==> src/rtl/carfield_reg_demux_tmo.sv <==
// Register-bus demultiplexer: rule-based address decode, per-slave isolation and an optional
// stall timeout (enable with `define CARFIELD_REG_DEMUX_TMO_EN).
module carfield_reg_demux_tmo #(
    parameter int unsigned NumSlv        = 4,
    parameter int unsigned NumRules      = 4,
    parameter int unsigned TimeoutCycles = 256,
    parameter int unsigned IdxW          = (NumSlv > 1) ? $clog2(NumSlv) : 1
) (
    input  logic                       clk_i,
    input  logic                       rst_i,
    input  logic                       in_valid_i,
    input  logic                       in_write_i,
    input  logic [47:0]                in_addr_i,
    input  logic [31:0]                in_wdata_i,
    input  logic [3:0]                 in_wstrb_i,
    output logic                       in_ready_o,
    output logic [31:0]                in_rdata_o,
    output logic                       in_error_o,
    input  logic [NumRules*IdxW-1:0]   map_idx_i,
    input  logic [NumRules*48-1:0]     map_start_i,
    input  logic [NumRules*48-1:0]     map_end_i,
    input  logic [NumSlv-1:0]          isolate_i,
    output logic [NumSlv-1:0]          out_valid_o,
    output logic [47:0]                out_addr_o,
    output logic                       out_write_o,
    output logic [31:0]                out_wdata_o,
    output logic [3:0]                 out_wstrb_o,
    input  logic [NumSlv-1:0]          out_ready_i,
    input  logic [NumSlv*32-1:0]       out_rdata_i,
    input  logic [NumSlv-1:0]          out_error_i,
    output logic                       tmo_o,
    output logic [IdxW-1:0]            tmo_idx_o,
    input  logic                       tmo_clr_i
);

    localparam int unsigned AddrW = 48;
    localparam int unsigned DataW = 32;
    localparam int unsigned CntW  = 16;

    typedef enum logic [1:0] {IDLE, FWD, ERR, TMO} state_e;

    state_e          state_q, state_d;
    logic [IdxW-1:0] sel_q, sel_d;
    logic            dec_hit;
    logic [IdxW-1:0] dec_idx;
    logic            dec_ok;

    // Lowest-numbered matching rule wins; end address is exclusive.
    always_comb begin
        dec_hit = 1'b0;
        dec_idx = '0;
        for (int unsigned r = 0; r < NumRules; r++) begin
            if (!dec_hit && (in_addr_i >= map_start_i[r*AddrW +: AddrW])
                         && (in_addr_i <  map_end_i[r*AddrW +: AddrW])) begin
                dec_hit = 1'b1;
                dec_idx = map_idx_i[r*IdxW +: IdxW];
            end
        end
    end

    assign dec_ok = dec_hit && (32'(dec_idx) < NumSlv) && !isolate_i[dec_idx];

`ifdef CARFIELD_REG_DEMUX_TMO_EN
    logic [CntW-1:0] cnt_q, cnt_d;
    logic            tmo_enter;
    logic            tmo_q;
    logic [IdxW-1:0] tmo_idx_q;
`endif

    always_comb begin
        state_d     = state_q;
        sel_d       = sel_q;
        in_ready_o  = 1'b0;
        in_rdata_o  = '0;
        in_error_o  = 1'b0;
        out_valid_o = '0;
        out_addr_o  = '0;
        out_write_o = 1'b0;
        out_wdata_o = '0;
        out_wstrb_o = '0;
`ifdef CARFIELD_REG_DEMUX_TMO_EN
        cnt_d       = cnt_q;
        tmo_enter   = 1'b0;
`endif
        case (state_q)
            IDLE: begin
                if (in_valid_i) begin
                    if (dec_ok) begin
                        sel_d   = dec_idx;
                        state_d = FWD;
`ifdef CARFIELD_REG_DEMUX_TMO_EN
                        cnt_d   = '0;
`endif
                    end else begin
                        state_d = ERR;
                    end
                end
            end
            FWD: begin
                out_valid_o[sel_q] = 1'b1;
                out_addr_o         = in_addr_i;
                out_write_o        = in_write_i;
                out_wdata_o        = in_wdata_i;
                out_wstrb_o        = in_wstrb_i;
                in_ready_o         = out_ready_i[sel_q];
                in_rdata_o         = out_rdata_i[32'(sel_q)*DataW +: DataW];
                in_error_o         = out_error_i[sel_q];
                if (out_ready_i[sel_q]) begin
                    state_d = IDLE;
                end
`ifdef CARFIELD_REG_DEMUX_TMO_EN
                else if (cnt_q == CntW'(TimeoutCycles - 1)) begin
                    state_d   = TMO;
                    tmo_enter = 1'b1;
                end else begin
                    cnt_d = cnt_q + CntW'(1);
                end
`endif
            end
            ERR: begin
                in_ready_o = 1'b1;
                in_error_o = 1'b1;
                state_d    = IDLE;
            end
`ifdef CARFIELD_REG_DEMUX_TMO_EN
            TMO: begin
                in_ready_o = 1'b1;
                in_error_o = 1'b1;
                in_rdata_o = 32'hBADC_AB1E;
                state_d    = IDLE;
            end
`endif
            default: state_d = IDLE;
        endcase
    end

    always_ff @(posedge clk_i or posedge rst_i) begin
        if (rst_i) begin
            state_q <= IDLE;
            sel_q   <= '0;
        end else begin
            state_q <= state_d;
            sel_q   <= sel_d;
        end
    end

`ifdef CARFIELD_REG_DEMUX_TMO_EN
    // Sticky timeout flag; a new timeout outranks a same-cycle clear.
    always_ff @(posedge clk_i or posedge rst_i) begin
        if (rst_i) begin
            cnt_q     <= '0;
            tmo_q     <= 1'b0;
            tmo_idx_q <= '0;
        end else begin
            cnt_q <= cnt_d;
            if (tmo_enter) begin
                tmo_q <= 1'b1;
                if (!tmo_q) begin
                    tmo_idx_q <= sel_q;
                end
            end else if (tmo_clr_i) begin
                tmo_q     <= 1'b0;
                tmo_idx_q <= '0;
            end
        end
    end

    assign tmo_o     = tmo_q;
    assign tmo_idx_o = tmo_idx_q;
`else
    logic [CntW-1:0] unused_tmo;
    assign unused_tmo = {CntW'(TimeoutCycles) ^ {{(CntW-1){1'b0}}, tmo_clr_i}};
    assign tmo_o      = 1'b0;
    assign tmo_idx_o  = '0;
`endif

endmodule

==> config.mk <==
export PLATFORM = sky130hd
export DESIGN_NAME = carfield_reg_demux_tmo
export DESIGN_NICKNAME = d
export VERILOG_FILES = /design/src/rtl/carfield_reg_demux_tmo.sv
export SDC_FILE = /design/constraint.sdc
export NUM_CORES = 1
export LEC_CHECK = 0
export ABC_CLOCK_PERIOD_IN_PS = 2400
export BUFFER_PORTS_ARGS = -buffer_cell sky130_fd_sc_hd__buf_2
export CAP_MARGIN = 20
export CORE_AREA = 2 2 294 296
export CTS_BUF_LIST = sky130_fd_sc_hd__clkbuf_8
export DETAILED_ROUTE_END_ITERATION = 12
export DIE_AREA = 0 0 296 298
export SYNTH_ARGS = -nofsm -noshare
export SYNTH_HDL_FRONTEND = slang
export SYNTH_SLANG_ARGS = --single-unit
==> constraint.sdc <==
create_clock -name clk_i -period 2.4 [get_ports clk_i]
set_input_delay 0.12 -clock clk_i [delete_from_list [all_inputs] [get_ports clk_i]]
set_output_delay 0.12 -clock clk_i [all_outputs]
set_load 0.03 [all_outputs]
==> reports/results.ini <==
[detailed_routing]
vias_per_cell=4.114
drt_iter0_markers=728
route.detailed.drc=0
ant_nets=0
wl_um=75670
wire_per_inst_um=20.44
route.vias.total=15230
firstDrtPassIters=5

[sta]
setup_viol=4
skew_ns=0.005570
rsz0062_at_grt=true
hold_viol=0
fin_crit_sh=1.309
timing.fmax_mhz=318.2
worst_pin_slew_ns=0.5897
slew_headroom=0.6038
final_max_slew_viol_count=0
whs_ns=0.2924
final.setup.worst_slack_ns=-0.7428
period_needed_ns=3.143
tns_ns=-2.801

[final_layout]
final_util=0.2355
stdcell_count=3702
drive_above_1_share=0.4562
final_common_cell=buf_2
area_growth_pct=71.91
fin_nets=3552
final_cell_mix=719 x buf_2, 379 x inv_1, 338 x ha_1, 216 x buf_4, 121 x a21oi_1

[die]
die_area_um2=88210
die_h_um=298
die_x_um=296
initial_core_util=0.1370
core_um2=84880
ios=747
rows=107

[clocking]
root_buffer=clkbuf_8
clock-sinks=4
tritoncts=yes
ctsHtreeMaxLevel=1
clk_latency_ns=0.22
cts_buffer_depth=2
cts_buffers=3
clkTransAtPathRegs_ns=0.04

[global_routing]
gr-usage-met2=0.2792
gr-usage-all-layers=0.1610
grt_pass1_wl_um=101700
use_met3=0.04275
antenna_found_initial=60
grt_max_degree=45
met1_usage=0.2047
grt-busiest-layer=met2
grt_pass1_vias=15110
grt_overflow=0

[worst_setup_path]
critical_path.max_stage_delay_ns=0.56
critPathRequiredTime_ns=2.54
endpoint_kind=flip-flop
arrival_ns=3.29
slowest_stage=or4_4
cp_max_fo=8
start_kind=primary input
crit_type=primary input to flip-flop
path_common_cell=or4_4
worstPathCellList=buf_4 > ha_4 > nand4_1 > or4_4 > or4_4 > a31oi_4 > a211o_4 > o311ai_4 > a22oi_2 > mux2i_2 > a21bo_1 > mux2i_1

[run_status]
outcome=complete, but fails checks
failed_checks=setup timing

[synthesis]
synthArstFlopShare=1.000
synth_cell_types=69
yosys.area.top_type_share=0.4121
yosys-top-cells-area=ha_1 41%, inv_1 13%, mux4_2 6.6%
synth_seq_cells=4
yosysTopAreaCell=ha_1
ys.flop_type=dfrtp_1
yosysSeqAreaShare=0.008609
synth_area_um2=11630
synth_edf_count=0
synth_cells=1589
ys_warn_count=0
syn-mean-instance-area_um2=7.317

[placed_design]
dp_cells=3676
place.gp.congestion=0.9387
io_buffer_count=742
dp_hpwl_um=69520
place_ws_ns=-1.444

[pwr]
power_density_nw_per_um2=344.2
leakagePower_uw=0.01135
ir_drop_uv=263.4

[flow_run]
maxCapViolCount=0

[worst_hold_path]
hold_path.class=primary input to flip-flop

-- path summary, 6_finish.rpt --
kind                               start         end  slack (ns)  cells past startpoint
min in group asynchronous          rst_i  state_q[1]        0.37                      3
hold / removal                in_valid_i  state_q[1]        0.29                      4
setup reg to reg                sel_q[0]  state_q[0]        0.77                      4
hold reg to reg               state_q[1]  state_q[1]        0.57                      2
setup / recovery           in_addr_i[33]    sel_q[0]       -0.74                     12
max in group asynchronous          rst_i    sel_q[0]        1.85                      3
-- per-layer routing --
| layer | routed length, µm | share of wire |
|---|---|---|
| met5 | 301 | 0.0040 |
| met4 | 1003 | 0.013 |
| met3 | 6553 | 0.087 |
| met2 | 35550 | 0.47 |
| met1 | 32260 | 0.43 |
-- worst max-delay path: cells and delay by family --
kind,cells,cell delay (ns)
buffers and inverters,1,0.18
and+or+nand+nor,3,1.22
adders and majority gates,1,0.28
AOI/OAI and AO/OA,5,0.98
muxes,2,0.48
-- cells by family (layout without fill, tap and decap cells) --
group                      Yosys count  in the layout  synth area share
other                                1             14         0.0003225
and+or+nand+nor                    412            412            0.1895
buffers and inverters              417           1373            0.1356
DFF                                  4              4          0.008609
muxes                               36             36           0.06758
AOI/OAI and AO/OA                  336            336            0.1863
adders and majority gates          383            383            0.4121
-- power by group --
group          leakage [µW]  total, µW  internal (µW)  switching, µW
Combinational        0.0113       6560           2800           3750
Sequential        0.0000487        173            102           70.8
Clock             0.0000270        150            110           40.1
-- cells in the mapped netlist (7+ instances only) --
| library cell | number |
|---|---|
| nand2b_1 | 12 |
| nand2_1 | 91 |
| nor3_1 | 22 |
| a211oi_1 | 18 |
| a31oi_1 | 7 |
| and2_1 | 120 |
| o21ai_0 | 69 |
| ha_1 | 383 |
| a21o_1 | 29 |
| nand3_1 | 29 |
| clkbuf_1 | 18 |
| nand4_1 | 51 |
| a221oi_1 | 8 |
| mux4_2 | 34 |
| inv_1 | 393 |
| nor2b_1 | 10 |
| nor2_1 | 43 |
| a21oi_1 | 128 |
| o21a_1 | 7 |
| o211ai_1 | 13 |
| nor4_1 | 12 |
-- registers in the layout, summed over array words and instances (netlist names) --
signal and count:
sel_q 2, state_q 2
-- layout make-up --
class	instances	area (µm²)
fillers	9580	64890
multi-input cells	1170	11060
repair buffers	976	5831
inverters	393	1495
well taps	1144	1431
flip-flops and latches	4	101.3
clock buffers	3	41.29
diodes	11	27.53
clock inverters	1	3.754
-- stage by stage --
step	power [µW]	instance area (µm²)
6_report	6880	19990
5_1_grt	7487	19970
4_1_cts	6766	19180
3_5_place_dp	6483	18730
3_3_place_gp	6454	18730
2_1_floorplan	3772	11780
-- what timing repair did --
| action | 4_1_cts | 5_1_grt |
|---|---|---|
| pin swaps | 26 | 61 |
| endpoints found under the hold margin | 4 | 0 |
| hold buffers | 1 | 0 |
| endpoints found under the setup margin | 4 | 4 |
| resized for setup | 67 | 137 |
| buffers inserted | 9 | 5 |
(Power assumes the default switching activity.)
